`config.mk`:
```
export PLATFORM = sky130hd
export DESIGN_NAME = uart_rx_core_flat
export DESIGN_NICKNAME = d
export VERILOG_FILES = /design/src/rtl/uart_pkg.sv /design/src/rtl/uart_rx_core_if.sv /design/src/rtl/uart_baud_tick.sv /design/src/rtl/uart_rx_core.sv /design/src/flat_wrapper.sv
export SDC_FILE = /design/constraint.sdc
export NUM_CORES = 1
export LEC_CHECK = 0
export ABC_CLOCK_PERIOD_IN_PS = 5200
export CAP_MARGIN = 30
export CORE_MARGIN = 3
export CORE_UTILIZATION = 40
export DETAILED_ROUTE_END_ITERATION = 10
export PLACE_DENSITY_LB_ADDON = 0.15
export SYNTH_ARGS = -nofsm -noshare
export SYNTH_HDL_FRONTEND = slang
export SYNTH_HIERARCHICAL = 1
export SYNTH_SLANG_ARGS = --single-unit
```
`constraint.sdc`:
```
create_clock -name sys_clk -period 5.2 [get_ports sys_clk]
set_input_delay 1.04 -clock sys_clk [delete_from_list [all_inputs] [get_ports sys_clk]]
set_output_delay 1.04 -clock sys_clk [all_outputs]
set_load 0.005 [all_outputs]
```
`src/rtl/uart_pkg.sv`:
```
// Shared UART definitions: receiver state encoding, register bit positions,
// oversampling constants and the 2-of-3 majority helper.
package uart_pkg;

  localparam int OVS = 16;

  localparam logic [3:0] TICK_S0   = 4'd7;
  localparam logic [3:0] TICK_S1   = 4'd8;
  localparam logic [3:0] TICK_S2   = 4'd9;
  localparam logic [3:0] TICK_LAST = 4'(OVS - 1);

  localparam int RXCON_EN   = 0;
  localparam int RXCON_PEN  = 1;
  localparam int RXCON_PODD = 2;
  localparam int RXCON_IEN  = 3;

  localparam int RXSTA_FULL = 0;
  localparam int RXSTA_FERR = 1;
  localparam int RXSTA_PERR = 2;
  localparam int RXSTA_OVR  = 3;

  typedef enum logic [2:0] {
    ST_IDLE,
    ST_START,
    ST_DATA,
    ST_PARITY,
    ST_STOP
  } rx_state_e;

  function automatic logic maj3(input logic a, input logic b, input logic c);
    return (a & b) | (a & c) | (b & c);
  endfunction

endpackage

```
`src/rtl/uart_rx_core_if.sv`:
```
// Register bus between the host strobe-write port and the UART receiver.
interface uart_rx_core_if;

  logic [15:0] icb_wdat;
  logic        uart_rxcon_wr;
  logic        uart_rxsta_wr;
  logic        uart_rxbuf_rd;
  logic [15:0] uart_rxcon;
  logic [15:0] uart_rxsta;
  logic [15:0] uart_rxbuf;
  logic        uart_rx_int;

  modport master (
    output icb_wdat, uart_rxcon_wr, uart_rxsta_wr, uart_rxbuf_rd,
    input  uart_rxcon, uart_rxsta, uart_rxbuf, uart_rx_int
  );

  modport slave (
    input  icb_wdat, uart_rxcon_wr, uart_rxsta_wr, uart_rxbuf_rd,
    output uart_rxcon, uart_rxsta, uart_rxbuf, uart_rx_int
  );

endinterface

```
`src/rtl/uart_baud_tick.sv`:
```
// Oversample tick generator: one tick every div+1 cycles, restartable by clr.
// Shared between the RX and TX paths.
module uart_baud_tick (
  input  logic        sys_clk,
  input  logic        sys_rst,
  input  logic        clr,
  input  logic [15:0] div,
  output logic        tick
);

  logic [15:0] cnt;

  assign tick = (cnt == div);

  // NOTE: sequential state uses non-blocking assignments so every flop
  // samples pre-edge values regardless of block evaluation order.
  always_ff @(posedge sys_clk) begin
    if (sys_rst || clr) begin
      cnt <= '0;
    end else if (tick) begin
      cnt <= '0;
    end else begin
      cnt <= cnt + 16'd1;
    end
  end

endmodule

```
`src/rtl/uart_rx_core.sv`:
```
// UART receiver: 16x oversampled start/data/parity/stop deserialiser feeding a
// 1-deep receive buffer with sticky error flags and a level interrupt.
module uart_rx_core
  import uart_pkg::*;
#(
  parameter int DATA_W = 8
) (
  input  logic        sys_clk,
  input  logic        sys_rst,
  input  logic        uart_rx,
  input  logic [15:0] uart_baud,
  output logic        uart_rx_busy,
  uart_rx_core_if.slave bus
);

  localparam int BW = $clog2(DATA_W);
  localparam logic [BW-1:0] BIT_LAST = BW'(DATA_W - 1);

  logic              rx_meta, rxs, rxs_d;
  rx_state_e         state;
  logic [3:0]        tick_idx;
  logic [BW-1:0]     bit_cnt;
  logic [DATA_W-1:0] shreg;
  logic [1:0]        samp;
  logic              fr_pen, fr_podd, par_bad, stop_bit, done;
  logic [3:0]        rxcon_q;
  logic              rx_full, frame_err, par_err, overrun;
  logic [DATA_W-1:0] rxbuf_q;
  logic              baud_tick, start_det, maj, load;
  logic [15:0]       sta_clr;
  logic              unused_sta;

  assign start_det = (state == ST_IDLE) && rxcon_q[RXCON_EN] && rxs_d && !rxs;
  assign maj       = maj3(samp[1], samp[0], rxs);
  assign load      = done && (!rx_full || bus.uart_rxbuf_rd);
  assign sta_clr   = bus.uart_rxsta_wr ? bus.icb_wdat : 16'h0;
  assign unused_sta = ^{sta_clr[15:4], sta_clr[RXSTA_FULL]};

  uart_baud_tick u_baud (
    .sys_clk (sys_clk),
    .sys_rst (sys_rst),
    .clr     (start_det),
    .div     (uart_baud),
    .tick    (baud_tick)
  );

  // Synchroniser presets high so a reset never looks like a start edge.
  always_ff @(posedge sys_clk) begin
    if (sys_rst) begin
      rx_meta <= 1'b1;
      rxs     <= 1'b1;
      rxs_d   <= 1'b1;
    end else begin
      rx_meta <= uart_rx;
      rxs     <= rx_meta;
      rxs_d   <= rxs;
    end
  end

  always_ff @(posedge sys_clk) begin
    if (sys_rst) begin
      state    <= ST_IDLE;
      tick_idx <= '0;
      bit_cnt  <= '0;
      shreg    <= '0;
      samp     <= '0;
      fr_pen   <= 1'b0;
      fr_podd  <= 1'b0;
      par_bad  <= 1'b0;
      stop_bit <= 1'b0;
      done     <= 1'b0;
    end else begin
      done <= 1'b0;
      if (state != ST_IDLE && !rxcon_q[RXCON_EN]) begin
        state <= ST_IDLE;
      end else if (start_det) begin
        state    <= ST_START;
        tick_idx <= '0;
        fr_pen   <= rxcon_q[RXCON_PEN];
        fr_podd  <= rxcon_q[RXCON_PODD];
        par_bad  <= 1'b0;
      end else if (state != ST_IDLE && baud_tick) begin
        tick_idx <= tick_idx + 4'd1;
        if (tick_idx == TICK_S0) samp[1] <= rxs;
        if (tick_idx == TICK_S1) samp[0] <= rxs;
        case (state)
          ST_START: begin
            if (tick_idx == TICK_S2 && maj) begin
              state <= ST_IDLE;
            end else if (tick_idx == TICK_LAST) begin
              state   <= ST_DATA;
              bit_cnt <= '0;
            end
          end
          ST_DATA: begin
            if (tick_idx == TICK_S2) begin
              shreg <= {maj, shreg[DATA_W-1:1]};
            end else if (tick_idx == TICK_LAST) begin
              if (bit_cnt == BIT_LAST) state <= fr_pen ? ST_PARITY : ST_STOP;
              else                     bit_cnt <= bit_cnt + BW'(1);
            end
          end
          ST_PARITY: begin
            if (tick_idx == TICK_S2)        par_bad <= (maj != ((^shreg) ^ fr_podd));
            else if (tick_idx == TICK_LAST) state <= ST_STOP;
          end
          ST_STOP: begin
            // Leave at the stop-bit centre so a back-to-back start edge is seen.
            if (tick_idx == TICK_S2) begin
              state    <= ST_IDLE;
              stop_bit <= maj;
              done     <= 1'b1;
            end
          end
          default: state <= ST_IDLE;
        endcase
      end
    end
  end

  // Error flags: a set in the same cycle as a write-1-to-clear takes priority.
  always_ff @(posedge sys_clk) begin
    if (sys_rst) begin
      rxcon_q   <= '0;
      rx_full   <= 1'b0;
      frame_err <= 1'b0;
      par_err   <= 1'b0;
      overrun   <= 1'b0;
      rxbuf_q   <= '0;
    end else begin
      if (bus.uart_rxcon_wr) rxcon_q <= bus.icb_wdat[3:0];
      frame_err <= (frame_err & ~sta_clr[RXSTA_FERR]) | (done & ~stop_bit);
      par_err   <= (par_err   & ~sta_clr[RXSTA_PERR]) | (done & par_bad);
      overrun   <= (overrun   & ~sta_clr[RXSTA_OVR])  | (done & ~load);
      if (load) begin
        rxbuf_q <= shreg;
        rx_full <= 1'b1;
      end else if (bus.uart_rxbuf_rd) begin
        rx_full <= 1'b0;
      end
    end
  end

  // NOTE: every always_comb output gets a default first so no path leaves it
  // unassigned, which would otherwise infer a latch.
  always_comb begin
    bus.uart_rxsta             = '0;
    bus.uart_rxsta[RXSTA_FULL] = rx_full;
    bus.uart_rxsta[RXSTA_FERR] = frame_err;
    bus.uart_rxsta[RXSTA_PERR] = par_err;
    bus.uart_rxsta[RXSTA_OVR]  = overrun;
  end

  assign bus.uart_rxcon  = {12'h000, rxcon_q};
  assign bus.uart_rxbuf  = 16'(rxbuf_q);
  assign bus.uart_rx_int = rxcon_q[RXCON_IEN] & (rx_full | frame_err | par_err | overrun);
  assign uart_rx_busy    = (state != ST_IDLE);

endmodule

```
`src/flat_wrapper.sv`:
```
// flat-port wrapper written by rule: the top's interface ports become plain ports
module uart_rx_core_flat import uart_pkg::*;
#(
  parameter int DATA_W = 8
)
  (sys_clk, sys_rst, uart_rx, uart_baud, uart_rx_busy, bus_icb_wdat, bus_uart_rxcon_wr, bus_uart_rxsta_wr, bus_uart_rxbuf_rd, bus_uart_rxcon, bus_uart_rxsta, bus_uart_rxbuf, bus_uart_rx_int);
  uart_rx_core_if bus_i ();
  input  logic sys_clk;
  input  logic sys_rst;
  input  logic uart_rx;
  input  logic [15:0] uart_baud;
  output logic uart_rx_busy;
  input wire logic [$bits(bus_i.icb_wdat)-1:0] bus_icb_wdat;
  input wire logic [$bits(bus_i.uart_rxcon_wr)-1:0] bus_uart_rxcon_wr;
  input wire logic [$bits(bus_i.uart_rxsta_wr)-1:0] bus_uart_rxsta_wr;
  input wire logic [$bits(bus_i.uart_rxbuf_rd)-1:0] bus_uart_rxbuf_rd;
  output wire logic [$bits(bus_i.uart_rxcon)-1:0] bus_uart_rxcon;
  output wire logic [$bits(bus_i.uart_rxsta)-1:0] bus_uart_rxsta;
  output wire logic [$bits(bus_i.uart_rxbuf)-1:0] bus_uart_rxbuf;
  output wire logic [$bits(bus_i.uart_rx_int)-1:0] bus_uart_rx_int;
  assign bus_i.icb_wdat = bus_icb_wdat;
  assign bus_i.uart_rxcon_wr = bus_uart_rxcon_wr;
  assign bus_i.uart_rxsta_wr = bus_uart_rxsta_wr;
  assign bus_i.uart_rxbuf_rd = bus_uart_rxbuf_rd;
  assign bus_uart_rxcon = bus_i.uart_rxcon;
  assign bus_uart_rxsta = bus_i.uart_rxsta;
  assign bus_uart_rxbuf = bus_i.uart_rxbuf;
  assign bus_uart_rx_int = bus_i.uart_rx_int;
  uart_rx_core #(.DATA_W(DATA_W)) u_core (.sys_clk(sys_clk), .sys_rst(sys_rst), .uart_rx(uart_rx), .uart_baud(uart_baud), .uart_rx_busy(uart_rx_busy), .bus(bus_i));
endmodule
```
==> impl_metrics.tcl, run 1 <==
set metrics [dict create \
    cts_hold_buf 0 \
    grt_pass1_vias 2210 \
    nFillCells 768 \
    num_vias 2308 \
    synthFlopType "dfxtp_1" \
    rsz0062_at_grt "no" \
    start_util_pct 41.4 \
    whs_ps 425 \
    drive_gt1_share_pct 8.55 \
    crit_fanout 22 \
    htreeDepth 3 \
    final_common_cell "dfxtp_1" \
    yosysSeqAreaShare_pct 37.4 \
    slew_violations 0 \
    r2r_start "u_core/u_baud/cnt[10]" \
    status "finished clean" \
    maxCapViolCount 0 \
    cts_buffers 9 \
    root_buffer "clkbuf_8" \
    clk_path_buf_depth 2 \
    p_per_area_nw_per_um2 252 \
    fp.dieH_um 95.6 \
    coreArea_um2 7770 \
    fin_setup_tns_ps 0 \
    tightest_slew_ps 779 \
    ys_async_sr_fraction_pct 0 \
    yosysUniqueCellTypes 50 \
    arrival_ps 3530 \
    syn-instance-count 348 \
    start_kind "primary input" \
    grt-busiest-layer "met2" \
    cts_tree "done" \
    max-slew-margin-rel_pct 47.9 \
    period_minus_slack_ps 3330 \
    dieArea_um2 9140 \
    clock_latency_ps 340 \
    clk_pin_slew_worst_paths_ps 70 \
    endpoint "u_core/shreg[4]" \
    gp_congestion 0.773 \
    layout_common_cells "60 x dfxtp_1, 43 x clkdlybuf4s50_1, 40 x nor2_1" \
    cp-end-kind "register" \
    met3_usage_pct 4.34 \
    fmax_mhz 301 \
    critical_path_required_ps 5400 \
    ioPinCount 88 \
    antennaDiodeCount 0 \
    area_growth_pct 15.8 \
    final_antenna_net_count 0 \
    grt_usage_pct 14.5 \
    fin_nets 425 \
    cts_resized 0 \
    use_met2_pct 21.6 \
    antenna_found_initial 0 \
    hp-class "reg2reg" \
    wl_per_cell_um 12.7 \
    setup_viol 0 \
    p_leak_uw 0.00146 \
    crit_type "in2reg" \
    crit_path_start "uart_baud[5]" \
    drc_errors 0 \
    numPortBuffers 43 \
    r2r_cells 8 \
    skew_ps 10.7 \
    ys_seq_elements 60 \
    grt_max_degree 24 \
    final-hold-violation-count 0 \
    ys_warn_count 6 \
    grt_pass1_wl_um 10300 \
    rows 32 \
    avgSynthCellArea_um2 9.23 \
    gr-total-overflow 0 \
    synth_edf_count 0 \
    rr_endpoint "u_core/shreg[4]" \
    wl_um 6210 \
    r2r_setup_slack_ps 2590 \
    drtIter0Drc 65 \
    clock-sinks 60 \
    avgViaCountPerCell 4.73 \
    dpl.hpwl_um 4370 \
    min_period_over_period_pct 64.0 \
    worst_ir_drop_vdd_mv 0.192 \
    drtPass1Iterations 4 \
    met1_usage_pct 19.6 \
    syn_area_um2 3210 \
    postCtsSetupRepairBufs 0 \
    die_w_um 95.6 \
]
## cells by family (layout without fill, tap and decap cells)
family          Yosys count  after routing  share of synthesized area (%)
other cells               1             32                          0.117
flops                    60             60                           37.4
fa+ha+maj                 7              7                           2.65
compound gates           24             24                           5.41
buf+inv                  64             71                           12.8
simple gates            125            125                           21.9
xor+xnor                 40             40                           11.3
mux                      27             27                           8.41
## final cells by class
cell class	instances	area (um^2)	share of cell area, %
multi-input cells	255	1720	46.2
well taps	102	128	3.43
inverters	10	37.5	1.01
clock buffers	10	128	3.43
flip-flops and latches	60	1200	32.3
repair buffers	45	445	12.0
clock inverters	6	65.1	1.75
## routing by layer
| layer | up-vias | share of wire, % |
|---|---|---|
| li1 | 1191 | - |
| met1 | 1052 | 49 |
| met2 | 59 | 44 |
| met3 | 6 | 6.0 |
| met4 | 0 | 1.2 |
| met5 | - | 0 |
## where the power goes
group          total [uW]  leakage (uW)  internal (uW)  switching, uW
Combinational        59.8      0.000876           32.5           27.2
Clock                 407     0.0000962            221            186
Sequential            472      0.000485            464           7.38
Total                 939       0.00146            718            221
## critical path, cell delays in order
cell	delay (ps)
clkdlybuf4s50_1	470
xnor2_1	120
nand4_1	170
nor4_4	290
buf_4	290
o311ai_1	220
nor4_4	580
mux2i_1	270
nor2_1	60
## registers in the layout, indices dropped and copies added, names as in the netlist, 2 cells and up
name / flops
u_core/bit_cnt: 3
u_core/rxbuf_q: 8
u_core/rxcon_q: 4
u_core/samp: 2
u_core/shreg: 8
u_core/state: 3
u_core/tick_idx: 4
u_core/u_baud/cnt: 16
## synth_stat cells, types with 2 or more instances
| cell type | count | area, um^2 |
|---|---|---|
| xnor2_1 | 32 | 280 |
| or4_1 | 3 | 22.5 |
| or2_2 | 5 | 31.3 |
| buf_4 | 38 | 285 |
| a21oi_1 | 7 | 35.0 |
| nand2b_1 | 2 | 12.5 |
| a211oi_1 | 2 | 15.0 |
| nor3_1 | 20 | 100 |
| nand2_1 | 14 | 52.6 |
| nor2b_1 | 3 | 18.8 |
| nor4_1 | 4 | 25.0 |
| nand4b_1 | 2 | 17.5 |
| ha_1 | 6 | 75.1 |
| mux2i_1 | 27 | 270 |
| buf_2 | 4 | 20.0 |
| and3b_1 | 2 | 17.5 |
| inv_1 | 10 | 37.5 |
| nor2_1 | 40 | 150 |
| buf_6 | 3 | 33.8 |
| dfxtp_1 | 60 | 1200 |
| a22oi_1 | 2 | 15.0 |
| o21ai_0 | 4 | 20.0 |
| nand4_1 | 10 | 62.6 |
| nand3_1 | 7 | 35.0 |
| clkbuf_1 | 8 | 30.0 |
| xor2_1 | 7 | 61.3 |
| nor4_4 | 2 | 42.5 |
| and3_1 | 2 | 12.5 |
## how the worst min path moves through the flow
stage / startpoint / to / slack [ps] / cells past startpoint
after CTS: u_core/rx_meta / u_core/rxs / 430 / 1
after global routing: u_core/rx_meta / u_core/rxs / 440 / 1
after floorplan: u_core/rx_meta / u_core/rxs / 390 / 1
after detailed placement: u_core/rx_meta / u_core/rxs / 400 / 1
final: u_core/rx_meta / u_core/rxs / 430 / 1
after global placement: u_core/rx_meta / u_core/rxs / 400 / 1
## through the flow
step	setup WS, ps	total power (uW)	utilization, %	cells	area [um^2]
2_1_floorplan	2210	529	-	379	3330
3_3_place_gp	1530	542	45.4	472	3530
3_5_place_dp	1530	542	45.4	472	3530
4_1_cts	1850	953	47.9	488	3720
5_1_grt	1680	983	47.9	488	3720
6_report	1870	939	47.9	488	3720
No activity file was read; power rests on OpenSTA's default activity.
==> inputs of run 2 (changes only) <==
--- a/config.mk
+++ b/config.mk
@@ -5,7 +5,7 @@
 export SDC_FILE = /design/constraint.sdc
 export NUM_CORES = 1
 export LEC_CHECK = 0
-export ABC_CLOCK_PERIOD_IN_PS = 5200
+export ABC_CLOCK_PERIOD_IN_PS = 3400
 export CAP_MARGIN = 30
 export CORE_MARGIN = 3
 export CORE_UTILIZATION = 40
==> constraint.sdc (replaced) <==
create_clock -name sys_clk -period 3.4 [get_ports sys_clk]
set_input_delay 0.68 -clock sys_clk [delete_from_list [all_inputs] [get_ports sys_clk]]
set_output_delay 0.68 -clock sys_clk [all_outputs]
set_load 0.005 [all_outputs]
==> run 2 against run 1 <==
- wire length rose by 1.7%
- critical path depth decreased by 1
- utilization up 0.44 points
- sequential share of layout area fell by 0.29 points
- register-to-register slack got worse by 1600 ps
- non-clock buffer count rose by 3
- combinational power rose by 55%
- final cell count up 0.61%
- cell area up 0.91%
- worst setup slack worse by 1300 ps
- first-iteration DRC count up 35%
- clock power rose by 62%
- critical path type unchanged
- highest routed layer unchanged
==> impl_metrics.tcl, run 2 (synthesis results as in run 1) <==
set metrics [dict create \
    cp-end-kind "register" \
    cts_tree "done" \
    setup_viol 0 \
    r2r_start "u_core/u_baud/cnt[6]" \
    rsz0062_at_grt "no" \
    num_vias 2380 \
    status "finished clean" \
    postCtsSetupRepairBufs 0 \
    crit_cells 8 \
    arrival_ps 3050 \
    root_buffer "clkbuf_8" \
    htreeDepth 3 \
    min_period_over_period_pct 82.2 \
    max-slew-margin-rel_pct 54.4 \
    grt_max_degree 25 \
    r2r_setup_slack_ps 960 \
    tightest_slew_ps 682 \
    final-hold-violation-count 0 \
    fmax_mhz 358 \
    crit_buf_inv 1 \
    r2r_cells 7 \
    start_util_pct 41.4 \
    area_growth_pct 16.9 \
    wl_per_cell_um 12.9 \
    fin_nets 428 \
    p_total_uw 1470 \
    largest_reg_flops 16 \
    critical_path_required_ps 3650 \
    fp.dieH_um 95.6 \
    grt_pass1_wl_um 9990 \
    dieArea_um2 9140 \
    min_path_cells 1 \
    period_minus_slack_ps 2790 \
    layout_common_cells "60 x dfxtp_1, 43 x clkdlybuf4s50_1, 40 x nor2_1" \
    crit_path_start "uart_baud[5]" \
    clk_pin_slew_worst_paths_ps 60 \
    drtPass1Iterations 5 \
    cts_hold_buf 0 \
    hp-class "reg2reg" \
    cts_buffers 9 \
    clock-sinks 60 \
    drive_gt1_share_pct 9.00 \
    path_common_cell "nand4_1" \
    crit_type "in2reg" \
    crit_path_top_delay_cell "clkdlybuf4s50_1" \
    dpl.hpwl_um 4510 \
    die_w_um 95.6 \
    rows 32 \
    numPortBuffers 43 \
    crit_chain "clkdlybuf4s50_1 > xnor2_1 > nand4_1 > nor4_4 > o311a_2 > nand4_1 > or4_1 > a21oi_1" \
    maxCapViolCount 0 \
    p_per_area_nw_per_um2 392 \
    drtIter0Drc 88 \
    cts_resized 0 \
    crit_fanout 8 \
    final_antenna_net_count 0 \
    gr-total-overflow 0 \
    p_leak_uw 0.00147 \
    top_register "u_core/u_baud/cnt" \
    rr_endpoint "u_core/bit_cnt[1]" \
    gp_congestion 0.805 \
    start_kind "primary input" \
    ioPinCount 88 \
    clock_latency_ps 330 \
    top_regs "u_core/u_baud/cnt: 16 flops, u_core/rxbuf_q: 8 flops, u_core/shreg: 8 flops" \
    nFillCells 743 \
    grt_pass1_vias 2101 \
    clk_path_buf_depth 2 \
    coreArea_um2 7770 \
    slew_violations 0 \
    wl_um 6320 \
    worst_ir_drop_vdd_mv 0.211 \
    avgViaCountPerCell 4.85 \
    cpLargestDelayFamily "simple AND/OR/NAND/NOR gates" \
    fin_setup_tns_ps 0 \
    critPathMaxStageDelay_ps 470 \
    antennaDiodeCount 0 \
    skew_ps 10.2 \
    antenna_found_initial 0 \
    endpoint "u_core/bit_cnt[1]" \
    final_common_cell "dfxtp_1" \
    setup_slack_ps 605 \
    grt_usage_pct 14.1 \
    drc_errors 0 \
    post-place-ws_ps 280 \
]
-- run 2: final cells by class --
class	instances	area, um^2	area share [%]
sequential	60	1200	32.0
tap	102	128	3.40
clock buffer	13	159	4.23
clock inverter	3	45.0	1.20
inverter	10	37.5	0.999
multi-input combinational	255	1720	45.7
timing repair buffer	48	468	12.5
-- run 2: stage by stage --
step                      cell area (um^2)  utilization [%]  hold slack, ps  std cells
after floorplan                       3330                -             389        379
after global placement                3550             45.7             398        475
after detailed placement              3550             45.7             393        475
after CTS                             3760             48.4             413        491
after global routing                  3760             48.4             444        491
final                                 3760             48.4             411        491
-- run 2: report_power, final --
| group | total (uW) | internal [uW] | leakage (uW) | switching, uW |
|---|---|---|---|---|
| logic | 92.5 | 50.0 | 0.000893 | 42.5 |
| registers | 721 | 710 | 0.000485 | 10.8 |
| clock network | 658 | 379 | 0.0000959 | 278 |
| total | 1470 | 1140 | 0.00147 | 332 |
-- run 2: worst min path at each step --
stage / startpoint / end / slack, ps
after CTS: u_core/rx_meta / u_core/rxs / 410
after detailed placement: u_core/rx_meta / u_core/rxs / 390
after floorplan: u_core/rx_meta / u_core/rxs / 390
after global placement: u_core/rx_meta / u_core/rxs / 400
after global routing: u_core/rx_meta / u_core/rxs / 440
final: u_core/rx_meta / u_core/rxs / 410
-- run 2: worst reg2reg max path, delay by kind of cell (launching register included) --
kind	cells	cell delay (ps)
AND/OR/NAND/NOR	4	1250
XOR/XNOR	1	160
AO/OA/AOI/OAI	2	490
flip-flops	1	470
-- run 2: per-layer routing --
layer  global-route usage [%]  share of wire [%]  up-vias
met5                        0                  0        -
met4                     7.35                1.0        0
met3                     3.16                5.9        7
met2                     20.2                 44       70
met1                     19.8                 49     1106
li1                         -                  -     1197
==> inputs of run 3 (changes only) <==
--- a/config.mk
+++ b/config.mk
@@ -5,7 +5,7 @@
 export SDC_FILE = /design/constraint.sdc
 export NUM_CORES = 1
 export LEC_CHECK = 0
-export ABC_CLOCK_PERIOD_IN_PS = 3400
+export ABC_CLOCK_PERIOD_IN_PS = 2300
 export CAP_MARGIN = 30
 export CORE_MARGIN = 3
 export CORE_UTILIZATION = 40
==> constraint.sdc (replaced) <==
create_clock -name sys_clk -period 2.3 [get_ports sys_clk]
set_input_delay 0.46 -clock sys_clk [delete_from_list [all_inputs] [get_ports sys_clk]]
set_output_delay 0.46 -clock sys_clk [all_outputs]
set_load 0.005 [all_outputs]
==> run 3 against run 2 <==
- total power grew 58%
- sequential share of layout area shrank 2.0 points
- clock skew shrank 3.4 ps
- flip-flop and latch count is the same
- utilization grew 3.7 points
- highest routed layer unchanged
==> impl_metrics.tcl, run 3 (synthesis results as in run 1) <==
set metrics [dict create \
    drc_errors 0 \
    largest_reg_flops 16 \
    final_util_pct 52.0 \
    area_growth_pct 25.7 \
    clk_path_buf_depth 2 \
    rr_endpoint "u_core/bit_cnt[1]" \
    whs_endpoint "u_core/rxs" \
    clock-sinks 60 \
    final_antenna_net_count 0 \
    cts_buffers 9 \
    top_regs "u_core/u_baud/cnt: 16 flops, u_core/rxbuf_q: 8 flops, u_core/shreg: 8 flops" \
    maxCapViolCount 0 \
    final-hold-violation-count 0 \
    grt_usage_pct 14.9 \
    nFillCells 737 \
    clk_pin_slew_worst_paths_ps 70 \
    gp_congestion 0.778 \
    num_vias 2425 \
    dpl.hpwl_um 4730 \
    fmax_mhz 452 \
    avgViaCountPerCell 4.75 \
    rsz0062_at_grt "yes" \
    fp.dieH_um 95.6 \
    crit_fanout 5 \
    root_buffer "clkbuf_8" \
    whs_ps 413 \
    cp-end-kind "register" \
    grt_pass1_wl_um 10400 \
    wl_um 6500 \
    antenna_found_initial 0 \
    tightest_slew_ps 507 \
    gr-total-overflow 0 \
    max-slew-margin-rel_pct 66.2 \
    dieArea_um2 9140 \
    status "finished clean" \
    period_minus_slack_ps 2210 \
    skew_ps 6.74 \
    critical_path_required_ps 2570 \
    worst_ir_drop_vdd_mv 0.301 \
    drtIter0Drc 62 \
    p_per_area_nw_per_um2 575 \
    arrival_ps 2480 \
    p_leak_uw 0.00168 \
    final_common_cell "dfxtp_1" \
    cts_hold_buf 0 \
    slew_violations 0 \
    crit_type "in2reg" \
    r2r_cells 8 \
    min_period_over_period_pct 96.1 \
    hp-class "reg2reg" \
    r2r_start "u_core/u_baud/cnt[8]" \
    setup_viol 0 \
    die_w_um 95.6 \
    grt_pass1_vias 2208 \
    post-place-ws_ps -455 \
    r2r_setup_slack_ps 110 \
    grt_max_degree 24 \
    holdCritStartpoint "u_core/rx_meta" \
    clock_latency_ps 340 \
    start_util_pct 41.4 \
    drtPass1Iterations 4 \
    wl_per_cell_um 12.7 \
    top_register "u_core/u_baud/cnt" \
    htreeDepth 3 \
    numPortBuffers 43 \
    antennaDiodeCount 0 \
    ioPinCount 88 \
    fin_nets 449 \
    start_kind "primary input" \
    cts_tree "done" \
    min_path_cells 1 \
    rows 32 \
    coreArea_um2 7770 \
    setup_slack_ps 89.6 \
    layout_common_cells "55 x dfxtp_1, 40 x nor2_1, 32 x conb_1" \
    drive_gt1_share_pct 16.9 \
]
## run 3: changes by cell type in the layout (fill, tap and decap cells not counted), moves of 3 or more
cell,delta
dfxtp_2,+3
dlygate4sd2_1,+11
clkdlybuf4s50_1,-16
xnor2_1,-6
dlymetal6s2s_1,+4
buf_4,+19
dfxtp_1,-5
xnor2_2,+6
## run 3: area by class of cell
type | instances | area [um^2] | area share [%]
inverters | 10 | 37.5 | 0.929
clock inverters | 3 | 68.8 | 1.70
multi-input cells | 255 | 1790 | 44.3
repair buffers | 69 | 638 | 15.8
well taps | 102 | 128 | 3.16
clock buffers | 12 | 165 | 4.09
flip-flops and latches | 60 | 1210 | 30.0
## run 3: what timing repair did
action	CTS	global route
pin swaps	18	2
gates resized for setup	15	13
setup buffers	3	0
setup endpoints to repair	13	13
## run 3: per-layer routing
layer	part of all wire, %	GRT usage, %
met1	48	19.7
met2	45	22.4
met3	5.1	4.03
met4	1.5	7.11
met5	0	0
## run 3: metrics by stage
step,instance area [um^2],TNS (ps),instances,power [uW]
6_report,4040,0,511,2320
3_5_place_dp,3760,-6800,493,1240
5_1_grt,4040,-187,511,2420
2_1_floorplan,3390,-706,379,1200
4_1_cts,4010,0,511,2360
3_3_place_gp,3760,-7020,493,1240
## run 3: report_power, final
part | switching (uW) | internal (uW)
Combinational | 69.8 | 75.7
Sequential | 11.9 | 1050
Clock | 421 | 695
Total | 503 | 1820
## run 3: worst max-delay path: stages
cell and delay [ps]:
dlygate4sd2_1 260, xnor2_2 150, nand4_1 190, nor4_4 310
buf_4 180, o311a_4 190, nand4_1 150, or4_1 440
a21oi_1 140
## run 3: how the worst max path moves through the flow
stage                    startpoint                 to  slack, ps  cells past startpoint
2_1_floorplan         uart_baud[15]  u_core/bit_cnt[1]        -80                      8
3_3_place_gp           uart_baud[6]  u_core/bit_cnt[1]       -450                      9
3_5_place_dp          uart_baud[15]    u_core/state[1]       -460                     11
4_1_cts                uart_baud[5]    u_core/shreg[6]         30                     11
5_1_grt        u_core/u_baud/cnt[8]  u_core/bit_cnt[1]        -70                      8
6_report               uart_baud[7]  u_core/bit_cnt[1]         90                      9
